<file path="config.mk">
export PLATFORM = sky130hd
export DESIGN_NAME = tf_unit_sched
export DESIGN_NICKNAME = d
export VERILOG_FILES = /design/src/rtl/tf_unit_pkg.sv /design/src/rtl/tf_rr_arbiter.sv /design/src/rtl/tf_unit_sched.sv
export SDC_FILE = /design/constraint.sdc
export NUM_CORES = 1
export LEC_CHECK = 0
export CORE_MARGIN = 4
export CORE_UTILIZATION = 45
export DETAILED_ROUTE_END_ITERATION = 7
export DONT_BUFFER_PORTS = 1
export GPL_TIMING_DRIVEN = 1
export SYNTH_ARGS = -nofsm -noshare
export SYNTH_HDL_FRONTEND = slang
export SYNTH_SLANG_ARGS = --single-unit
</file>
<file path="constraint.sdc">
create_clock -name clk -period 2.7 [get_ports clk]
set_clock_uncertainty 0.05 [all_clocks]
set_input_delay 0.54 -clock clk [delete_from_list [all_inputs] [get_ports clk]]
set_output_delay 0.54 -clock clk [all_outputs]
set_load 0.01 [all_outputs]
</file>
<file path="src/rtl/tf_unit_pkg.sv">
// Shared types and constants for the tf_unit scheduler and its round-robin arbiter.
package tf_unit_pkg;

    typedef enum logic [1:0] {
        OP_SUM     = 2'b00,
        OP_DOUBLE  = 2'b01,
        OP_NO_ARGS = 2'b10,
        OP_ILLEGAL = 2'b11
    } op_e;

    typedef enum logic [1:0] {
        IDLE = 2'd0,
        EXEC = 2'd1,
        RESP = 2'd2
    } state_e;

    typedef logic [7:0]  byte_t;
    typedef logic [15:0] word;

    localparam byte_t NO_ARGS_VAL = 8'd1;

endpackage

</file>
<file path="src/rtl/tf_rr_arbiter.sv">
// Combinational round-robin arbiter: grants the first requester after i_last_grant, wrapping.
module tf_rr_arbiter #(
    parameter  int N_REQ = 4,
    localparam int ID_W  = $clog2(N_REQ)
) (
    input  logic [N_REQ-1:0] i_req,
    input  logic [ID_W-1:0]  i_last_grant,
    output logic [N_REQ-1:0] o_grant,
    output logic [ID_W-1:0]  o_grant_idx,
    output logic             o_any_req
);

    logic [ID_W-1:0] w_cand;

    always_comb begin
        o_grant     = '0;
        o_grant_idx = '0;
        w_cand      = '0;
        // Walk from the farthest candidate to the nearest so the nearest set bit wins.
        for (int k = N_REQ; k >= 1; k--) begin
            w_cand = ID_W'((int'(i_last_grant) + k) % N_REQ);
            if (i_req[w_cand]) begin
                o_grant_idx = w_cand;
            end
        end
        o_any_req = |i_req;
        if (o_any_req) begin
            o_grant[o_grant_idx] = 1'b1;
        end
    end

endmodule

</file>
<file path="src/rtl/tf_unit_sched.sv">
// Shares one sum/double/no_args function unit between N_REQ requesters, one op in flight,
// with a registered result returned over a valid/ready response channel.
module tf_unit_sched
    import tf_unit_pkg::*;
#(
    parameter  int N_REQ = 4,
    localparam int ID_W  = $clog2(N_REQ)
) (
    input  logic                 clk,
    input  logic                 rst_n,
    input  logic [N_REQ-1:0]     req_valid,
    output logic [N_REQ-1:0]     req_ready,
    input  logic [2*N_REQ-1:0]   req_op,
    input  logic [8*N_REQ-1:0]   req_a,
    input  logic [8*N_REQ-1:0]   req_b,
    output logic                 resp_valid,
    input  logic                 resp_ready,
    output logic [ID_W-1:0]      resp_id,
    output logic [7:0]           resp_data,
    output logic                 resp_err,
    output logic                 busy,
    output logic [15:0]          op_count
);

    state_e          r_state;
    state_e          w_state_next;
    logic [ID_W-1:0] r_last_grant;
    op_e             r_op;
    byte_t           r_a;
    byte_t           r_b;
    logic [ID_W-1:0] r_id;
    logic            r_resp_valid;
    byte_t           r_resp_data;
    logic            r_resp_err;
    logic [ID_W-1:0] r_resp_id;
    word             r_op_count;

    logic [N_REQ-1:0] w_grant;
    logic [ID_W-1:0]  w_grant_idx;
    logic             w_any_req;
    logic             w_accept;
    logic             w_handshake;
    logic [1:0]       w_op_arr [N_REQ];
    byte_t            w_a_arr  [N_REQ];
    byte_t            w_b_arr  [N_REQ];

    genvar gi;
    generate
        for (gi = 0; gi < N_REQ; gi++) begin : g_unpack
            assign w_op_arr[gi] = req_op[2*gi +: 2];
            assign w_a_arr[gi]  = req_a[8*gi +: 8];
            assign w_b_arr[gi]  = req_b[8*gi +: 8];
        end
    endgenerate

    // Returns {err, data} for one operation.
    function automatic logic [8:0] eval_op(input op_e op, input byte_t a, input byte_t b);
        logic [8:0] res;
        res = '0;
        case (op)
            OP_SUM:     res = {1'b0, byte_t'(a + b)};
            OP_DOUBLE:  res = {1'b0, 4'b0000, a[2:0], 1'b0};
            OP_NO_ARGS: res = {1'b0, NO_ARGS_VAL};
            default:    res = {1'b1, 8'h00};
        endcase
        return res;
    endfunction

    tf_rr_arbiter #(.N_REQ(N_REQ)) u_arb (
        .i_req        (req_valid),
        .i_last_grant (r_last_grant),
        .o_grant      (w_grant),
        .o_grant_idx  (w_grant_idx),
        .o_any_req    (w_any_req)
    );

    assign w_accept    = (r_state == IDLE) && w_any_req;
    assign w_handshake = (r_state == RESP) && resp_ready;

    always_comb begin
        w_state_next = r_state;
        case (r_state)
            IDLE:    if (w_any_req) w_state_next = EXEC;
            EXEC:    w_state_next = RESP;
            RESP:    if (resp_ready) w_state_next = IDLE;
            default: w_state_next = IDLE;
        endcase
    end

    always_ff @(posedge clk or negedge rst_n) begin
        if (!rst_n) begin
            r_state <= IDLE;
        end else begin
            r_state <= w_state_next;
        end
    end

    always_ff @(posedge clk or negedge rst_n) begin
        if (!rst_n) begin
            r_last_grant <= ID_W'(N_REQ - 1);
            r_op         <= OP_SUM;
            r_a          <= '0;
            r_b          <= '0;
            r_id         <= '0;
            r_resp_valid <= 1'b0;
            r_resp_data  <= '0;
            r_resp_err   <= 1'b0;
            r_resp_id    <= '0;
        end else begin
            if (w_accept) begin
                r_op         <= op_e'(w_op_arr[w_grant_idx]);
                r_a          <= w_a_arr[w_grant_idx];
                r_b          <= w_b_arr[w_grant_idx];
                r_id         <= w_grant_idx;
                r_last_grant <= w_grant_idx;
            end
            if (r_state == EXEC) begin
                {r_resp_err, r_resp_data} <= eval_op(r_op, r_a, r_b);
                r_resp_id    <= r_id;
                r_resp_valid <= 1'b1;
            end
            if (w_handshake) begin
                r_resp_valid <= 1'b0;
            end
        end
    end

    always_ff @(posedge clk or negedge rst_n) begin
        if (!rst_n) begin
            r_op_count <= '0;
        end else if (w_handshake) begin
            r_op_count <= r_op_count + 16'd1;
        end
    end

    // Grant is gated by rst_n so every output reads zero while reset is held.
    assign req_ready  = (r_state == IDLE && rst_n) ? w_grant : '0;
    assign resp_valid = r_resp_valid;
    assign resp_data  = r_resp_data;
    assign resp_err   = r_resp_err;
    assign resp_id    = r_resp_id;
    assign busy       = (r_state != IDLE);
    assign op_count   = r_op_count;

endmodule

</file>
# Word level (Yosys, flattened, before mapping)
# Index checks and enable logic that the tools add are counted.
# totals
mem_bits_ro	0
ff_bits	52
ramBits	0
elab_cells	72
out_inout_bits	33
latch_bits	0
memories	0
# classes
n_addsub	6
magnitude_cmp	7
n_mul	0
eq_ne	6
shift	0
reduce_logical	10
n_bitwise	1
div	0
muxes	31
# op_table
cell	count
8-bit binary-select mux with 2-bit select	2
8-bit two-way mux	4
9-bit case mux with 3 select lines	1
16-bit by 1-bit adder with 16-bit output (second input constant)	1
2-bit two-way mux	8
2-bit by 3-bit < comparator with 1-bit output (second input constant)	5
8-bit adder	1
1-bit binary-select mux with 2-bit select	4
4-bit two-way mux	2
1-bit two-way mux	7
2-bit case mux with 3 select lines	1
2-bit by 1-bit adder with 2-bit output (second input constant)	2
2-bit adder (second input constant)	2
2-bit binary-select mux with 2-bit select	1
2-bit by 1-bit == test with 1-bit output (second input constant)	2
2-bit == test (second input constant)	2
1-bit logical AND	4
2-bit zero test	2
2-bit != test (second input constant)	2
2-bit nonzero test	2
4-bit OR reduction	1
3-bit greater-or-equal comparator (second input constant)	1
2-bit inverter with 3-bit output	1
1-bit demux with 2-bit select	1
other kinds (2)	2

# Longest topological paths before layout
# Gate-level depths: netlist of run 1.
# logic_depth
word_depth	13
mapped_depth	8

# By module
# A second synthesis of run 1 with hierarchy kept.
# unflattened
hier_cells	308
hier_area_um2	3106.7
# by_module_without_submodules
mod	seq_area_each_um2	cells_each	area_each_um2	instances
tf_unit_sched	1303.8	276	2887.8	1
tf_rr_arbiter	0.0	32	219.0	1

# Least setup slack after synthesis of run 1
# Ideal clock, no wire load.
# synth_timing
path_type	input to output
start	input req_valid[0]
end	output req_ready[2]
arrival_ns	1.713
path_stages	6
slack_ns	0.397
path_cell_list	a21oi_1 > a31oi_1 > a21oi_1 > clkbuf_1 > nand3_1 > a211oi_1
# synth_between
elab_chain_len	12
# synth_lines
element	line	rtl
start, declared	tf_unit_sched.sv:11	input logic [N_REQ-1:0] req_valid,
1-bit binary-select mux with 2-bit select	tf_rr_arbiter.sv:22	if (i_req[w_cand]) begin
1-bit two-way mux (implied by the code)	tf_rr_arbiter.sv:22	
2-bit two-way mux (4 in a row)	tf_rr_arbiter.sv:22	
2-bit by 3-bit < comparator with 1-bit output (implied by the code) or 2-bit by 1-bit greater-or-equal comparator with 1-bit output (tied branches)	tf_rr_arbiter.sv:28	o_grant[o_grant_idx] = 1'b1;
1-bit logical AND (implied by the code)	tf_rr_arbiter.sv:28	
1-bit two-way mux (implied by the code)	tf_rr_arbiter.sv:28	
1-bit demux with 2-bit select	--	
4-bit two-way mux (*)	tf_rr_arbiter.sv:27	if (o_any_req) begin
4-bit two-way mux (*)	tf_unit_sched.sv:137	assign req_ready = (r_state == IDLE && rst_n) ? w_grant : '0;
end, declared	tf_unit_sched.sv:12	output logic [N_REQ-1:0] req_ready,
# Every way passes the cells marked *; elsewhere a longest branch is shown, timed or not. The select of a mux whose other input is x is not followed.

# Worst setup path after layout of run 1
# layout_timing
start	register r_state[1]
end	output req_ready[2]
# layout_between
elab_chain_len	3
# layout_lines
element	line	rtl
start, declared	tf_unit_sched.sv:25	state_e r_state;
start signal, assigned	tf_unit_sched.sv:94	r_state <= w_state_next;
2-bit zero test	tf_unit_sched.sv:137	
1-bit logical AND	tf_unit_sched.sv:137	
4-bit two-way mux	tf_unit_sched.sv:137	
# Every way passes these cells.

==> results.cfg, run 1 <==
[outcome]
run_status = finished, final reports clean

[cells_and_area]
finalNetCount = 336
drive_gt1_share_pct = 22.5
fin_util_pct = 50.3
diodes = 0
filler_cell_count = 571
areaGrowthSynthToFinish_pct = 7.18

[synthesis]
synthesized_area_fraction_occupied_by_ao_oa_aoi_and_oai_cells_pct = 8.05
synth_enable_flop_cells = 0
asyncSetResetFlopFracSynth_pct = 100
main_combinational_cell_family_by_area_after_synthesis = multiplexers
synth.mux.area_fraction_pct = 23.8
synth_seq_area_share_pct = 43.2
synthXorXnorAreaFrac_pct = 5.23
synth_top_area_cell = sky130_fd_sc_hd__dfrtp_1
synth_area_um2 = 3020
synth-simple-area-share_pct = 12.7
synth.top_cell.area_share_pct = 41.5
netlist_top_cells_area = sky130_fd_sc_hd__dfrtp_1 41%, sky130_fd_sc_hd__mux4_2 12%, sky130_fd_sc_hd__mux2_4 8.0%, sky130_fd_sc_hd__ha_1 3.3%, sky130_fd_sc_hd__xnor2_1 2.9%
syn_area_per_cell_um2 = 12.3
syn_inst = 245
synth_fp_nets = 333
yosysWarnings = 0
postSynth.topFlopCell = sky130_fd_sc_hd__dfrtp_1
synth_adder_area_share_pct = 3.98
post-synth-top-count-cell = sky130_fd_sc_hd__dfrtp_1
postSynthRegisterBits = 52
ys_types = 52
ys_top_cells_by_count = 50 x sky130_fd_sc_hd__dfrtp_1, 20 x sky130_fd_sc_hd__nand2_1, 16 x sky130_fd_sc_hd__mux2_4, 16 x sky130_fd_sc_hd__mux4_2, 10 x sky130_fd_sc_hd__xnor2_1

[floorplan]
placement_rows = 29
die_height_um = 89.9
chipWidth_um = 89.9
start_util_pct = 47.0
fp.coreArea_um2 = 6420
design.die.area_um2 = 8070
boundaryPins = 112

[placement]
post-dp-hpwl_um = 4590
io_buffers = 0
routabilityCongestion = 0.717

[flow_run]
max-cap-violations = 0

[route]
detail_route.wirelength_um = 5970
drc = 0
detailedRoute.firstPassIterationCount = 5
num_vias = 1921
wire_per_inst_um = 18.3
drt_first_iter_violations = 72
avgViaCountPerCell = 5.89
ant_nets = 0

[setup_path]
setup.worst_path.end_class = primary output
worst-endpoint-required_ps = 2110
worstSetupStartpointType = register
worstPathMaxFanout = 5
critical_path_class = register to primary output
cp_data_arrival_time_ps = 1920

[grt]
antenna_violations_before_repair = 0
overflow_left_after_global_routing = 0
grt_pass1_vias = 2091
global_route_wire_length_before_repair_um = 10300
grt_start_max_net_pins = 51
groute.usage.overall_pct = 15.6

[clock_tree]
tritoncts_clock_tree = done
clock-root-buffer = sky130_fd_sc_hd__clkbuf_8
htreeDepth = 2
path_clk_slew_ps = 90
cts-root-to-sink-buffers = 2
cts-resized-gates = 0
sink_count_of_the_clock_tree = 52
clk_latency_ps = 300
cts_buffers = 5

[power_and_ir_drop]
leakagePower_nw = 1.47
pwr_density_cell_nw_per_um2 = 1130
peakVddDrop_v = 0.000613

[timing]
fin_tns_setup_ps = 0
rsz0062_at_grt = no
finalSetupViolCount = 0
clock.fmax_ghz = 0.399
worst_slew_margin_rel_pct = 74.9
final_worst_path_period_share_pct = 92.9
hold_viol = 0
final-max-slew-violation-count = 0
period_needed_ps = 2510
worst-slew-pin-transition_ps = 374

[min_path]
worst_hold_path_type = primary input to async pin
-- placed cells by master, fill, tap and decap left out, types with 3 or more instances in the layout --
| cell type | n |
|---|---|
| sky130_fd_sc_hd__mux4_2 | 16 |
| sky130_fd_sc_hd__mux2_4 | 16 |
| sky130_fd_sc_hd__nor2_1 | 9 |
| sky130_fd_sc_hd__o21ai_0 | 7 |
| sky130_fd_sc_hd__a21oi_1 | 6 |
| sky130_fd_sc_hd__nand2b_1 | 7 |
| sky130_fd_sc_hd__nor3b_1 | 3 |
| sky130_fd_sc_hd__xor2_1 | 8 |
| sky130_fd_sc_hd__inv_1 | 7 |
| sky130_fd_sc_hd__and3_1 | 5 |
| sky130_fd_sc_hd__mux2_2 | 4 |
| sky130_fd_sc_hd__ha_1 | 8 |
| sky130_fd_sc_hd__o31ai_1 | 3 |
| sky130_fd_sc_hd__clkbuf_8 | 5 |
| sky130_fd_sc_hd__buf_4 | 4 |
| sky130_fd_sc_hd__dfrtp_1 | 50 |
| sky130_fd_sc_hd__a21o_1 | 3 |
| sky130_fd_sc_hd__nand2_1 | 20 |
| sky130_fd_sc_hd__nand3_1 | 9 |
| sky130_fd_sc_hd__xnor2_1 | 10 |
-- per-stage QoR --
stage	instance area (um2)	hold WS (ps)	worst slack [ps]	instances	power, mW
floorplan	3020	194	397	245	2.89
global placement	3110	196	346	316	3.20
detailed placement	3110	196	309	316	3.24
CTS	3220	4.15	170	325	3.70
global route	3230	24.2	93.3	326	4.01
finish	3230	24.5	192	326	3.65
-- area by class of cell --
type	count	area, um2	share of cell area, %
Multi-Input combinational cell	174	1630	50.5
Sequential cell	52	1300	40.3
Tap cell	77	96.3	2.98
Timing Repair Buffer	7	87.6	2.71
Clock buffer	7	76.3	2.36
Inverter	8	30.0	0.929
Clock inverter	1	5.00	0.155
-- logic make-up after synthesis --
logic type      Yosys count
flops                    52
fa+ha+maj                 9
xor+xnor                 18
mux                      40
buf+inv                  19
simple gates             71
compound gates           36
-- where the power goes --
part | internal [mW] | leakage, nW | switching (mW)
Clock | 0.182 | 0.0422 | 0.243
Sequential | 1.08 | 0.649 | 0.307
Combinational | 1.03 | 0.781 | 0.813
-- critical path, cell delays in order (launching register included) --
cell and delay (ps):
sky130_fd_sc_hd__dfrtp_1 420, sky130_fd_sc_hd__or2_1 310, sky130_fd_sc_hd__a31o_2 280, sky130_fd_sc_hd__inv_2 80, sky130_fd_sc_hd__nand3_1 100, sky130_fd_sc_hd__a211oi_1 240, sky130_fd_sc_hd__buf_4 180
-- worst paths after layout --
| check | startpoint | slack (ps) | endpoint | cells after the start |
|---|---|---|---|---|
| worst min-delay path | rst_n | 20 | op_count[0] | 1 |
| worst max register to register | r_last_grant[1] | 310 | r_b[0] | 6 |
| max in group asynchronous | rst_n | 1930 | r_last_grant[0] | 1 |
| min in group clk | resp_ready | 290 | r_state[1] | 1 |
| worst max-delay path | r_state[1] | 190 | req_ready[2] | 6 |
| worst min register to register | r_id[0] | 450 | r_id[0] | 1 |
-- repair_timing --
action / CTS / global route
buffers inserted: 0 / 0
hold buffers: 1 / 1
endpoints found under the hold margin: 50 / 2
-- metal layers --
| layer | share of wire, % | track usage (%) |
|---|---|---|
| met1 | 42 | 19.3 |
| met2 | 46 | 25.2 |
| met3 | 10 | 6.09 |
| met4 | 1.5 | 5.36 |
| met5 | 0 | 0 |
-- flip-flops by register name, indices dropped and copies added (netlist names) --
| register | cells |
|---|---|
| op_count | 16 |
| resp_id | 2 |
| r_id | 2 |
| resp_err | 1 |
| r_b | 8 |
| resp_valid | 1 |
| r_state | 2 |
| r_a | 8 |
| resp_data | 8 |
| r_op | 2 |
| r_last_grant | 2 |
(Power assumes the default switching activity.)
==> inputs of run 2 (changes only) <==
--- a/config.mk
+++ b/config.mk
@@ -12,2 +12,3 @@
 export GPL_TIMING_DRIVEN = 1
+export RECOVER_POWER = 25
 export SYNTH_ARGS = -nofsm -noshare
==> constraint.sdc (replaced) <==
create_clock -name clk -period 2.7 [get_ports clk]
set_clock_uncertainty 0.05 [all_clocks]
set_input_delay 0.675 -clock clk [delete_from_list [all_inputs] [get_ports clk]]
set_output_delay 0.675 -clock clk [all_outputs]
set_load 0.01 [all_outputs]
==> results.cfg, run 2 (synthesized netlist as in run 1, its figures left out) <==
[clock_tree]
clk_latency_ps = 310
htreeDepth = 2
sink_count_of_the_clock_tree = 52
cts_buffers = 5
tritoncts_clock_tree = done
path_clk_slew_ps = 100
cts-root-to-sink-buffers = 2
clock-root-buffer = sky130_fd_sc_hd__clkbuf_8

[cells_and_area]
fin_util_pct = 50.4
drive_gt1_share_pct = 23.8
layout_commonest_cell = sky130_fd_sc_hd__dfrtp_1
diodes = 0
largest_register_ffs = 16
layout.cells.most_common_list = 50 x sky130_fd_sc_hd__dfrtp_1, 20 x sky130_fd_sc_hd__nand2_1, 16 x sky130_fd_sc_hd__mux4_2, 16 x sky130_fd_sc_hd__mux2_4, 10 x sky130_fd_sc_hd__xnor2_1
finalNetCount = 335
areaGrowthSynthToFinish_pct = 7.39
filler_cell_count = 590

[route]
wire_per_inst_um = 18.3
detailedRoute.firstPassIterationCount = 4
drc = 0
avgViaCountPerCell = 6.00
detail_route.wirelength_um = 5940
drt_first_iter_violations = 102
num_vias = 1950
ant_nets = 0

[timing]
final-max-slew-violation-count = 0
worst_slew_margin_rel_pct = 19.6
period_needed_ps = 2580
hold_viol = 0
final_worst_path_period_share_pct = 95.7
finalSetupViolCount = 0
clock.fmax_ghz = 0.387
worst-slew-pin-transition_ps = 1210
rsz0062_at_grt = no
whs_ps = 150
fin_tns_setup_ps = 0

[setup_path]
critical_path.reg2reg.endpoint = r_b[1]
cp_num_buf_inv = 2
timing.rr.start = r_last_grant[1]
timing.reg2reg.worst_path_depth = 6
setup.worst_path.end_class = primary output
worstPathMaxFanout = 5
crit_path_cell_trace = or2_1 > a31o_2 > inv_2 > nand3_1 > a211oi_2 > buf_4
timing.critical_path.max_delay_family = compound AO/OA/AOI/OAI gates
critical_path_class = register to primary output
worstSetupStartpointType = register
flop2flop_setup_slack_ps = 290
critical_path_depth = 6
worst_path_max_delay_cell = sky130_fd_sc_hd__dfrtp_1
worst-endpoint-required_ps = 1980
critical-path-max-stage-delay_ps = 430
cp_data_arrival_time_ps = 1860

[floorplan]
die_height_um = 89.9
start_util_pct = 47.0
fp.coreArea_um2 = 6420
chipWidth_um = 89.9
boundaryPins = 112
design.die.area_um2 = 8070
placement_rows = 29

[placement]
io_buffers = 0
post-dp-hpwl_um = 4530
routabilityCongestion = 0.733

[min_path]
worst_hold_path_type = primary input to async pin

[grt]
overflow_left_after_global_routing = 0
global_route_wire_length_before_repair_um = 9960
groute.layer.met2.usage_pct = 23.6
grt_start_max_net_pins = 51
global_route.usage.met1_pct = 20.2
antenna_violations_before_repair = 0
global_route.usage.met3_pct = 4.92
grt_most_used_layer = met2
groute.usage.overall_pct = 15.2
grt_pass1_vias = 1986

[flow_run]
max-cap-violations = 0

[outcome]
run_status = finished, final reports clean

[power_and_ir_drop]
power.total_mw = 3.77
leakagePower_nw = 1.47
peakVddDrop_v = 0.000528
pwr_density_cell_nw_per_um2 = 1170
-- run 2: cell count changes in the layout (fill, tap and decap cells not counted), sizes merged --
cell,change
bufinv,+1
clkbuf,-1
inv,+1
dlygate4sd3,-1
clkinv,-1
buf,-1
clkinvlp,+1
-- run 2: layer usage --
metal | vias to the layer above | part of all wire (%)
li1 | 909 | -
met1 | 942 | 45
met2 | 92 | 45
met3 | 7 | 8.7
met4 | 0 | 1.4
met5 | - | 0
-- run 2: layout make-up --
type | instances | area, um2 | area share (%)
inverters | 8 | 30.0 | 0.927
clock buffers | 5 | 68.8 | 2.13
multi-input cells | 174 | 1640 | 50.6
flip-flops and latches | 52 | 1300 | 40.3
clock inverters | 3 | 46.3 | 1.43
repair buffers | 6 | 55.1 | 1.70
well taps | 77 | 96.3 | 2.98
-- run 2: worst max path at each step --
stage,startpoint,to,slack (ps)
6_report,r_state[1],req_ready[2],120
5_1_grt,r_state[1],req_ready[2],4
4_1_cts,r_state[1],req_ready[2],30
3_5_place_dp,req_valid[3],r_b[1],280
3_3_place_gp,req_valid[3],r_b[0],310
2_1_floorplan,req_valid[0],req_ready[2],130
-- run 2: what timing repair did --
action / in CTS / in global routing
hold buffers: 1 / 0
setup buffers: 0 / 0
hold endpoints to repair: 50 / 0
resized for setup: 0 / 1
endpoints found under the setup margin: 0 / 1
-- run 2: stage by stage --
stage               setup WS [ps]  cells  area (um2)
finish                        115    325        3240
global route                 4.12    325        3240
CTS                          28.6    325        3260
detailed placement            279    316        3110
global placement              313    316        3110
floorplan                     127    245        3020
-- run 2: report_power, final --
group	internal (mW)	switching, mW	total [mW]	leakage (nW)
registers	1.08	0.310	1.39	0.649
logic	1.02	0.813	1.84	0.769
clock network	0.279	0.268	0.548	0.0548
total	2.38	1.39	3.77	1.47
==> inputs of run 3 (changes only) <==
Settings changed: CAP_MARGIN set to 25, CTS_BUF_LIST set to sky130_fd_sc_hd__clkbuf_8.
==> results of run 3 <==
Final layout, timing and power as in run 2 (identical DEF).
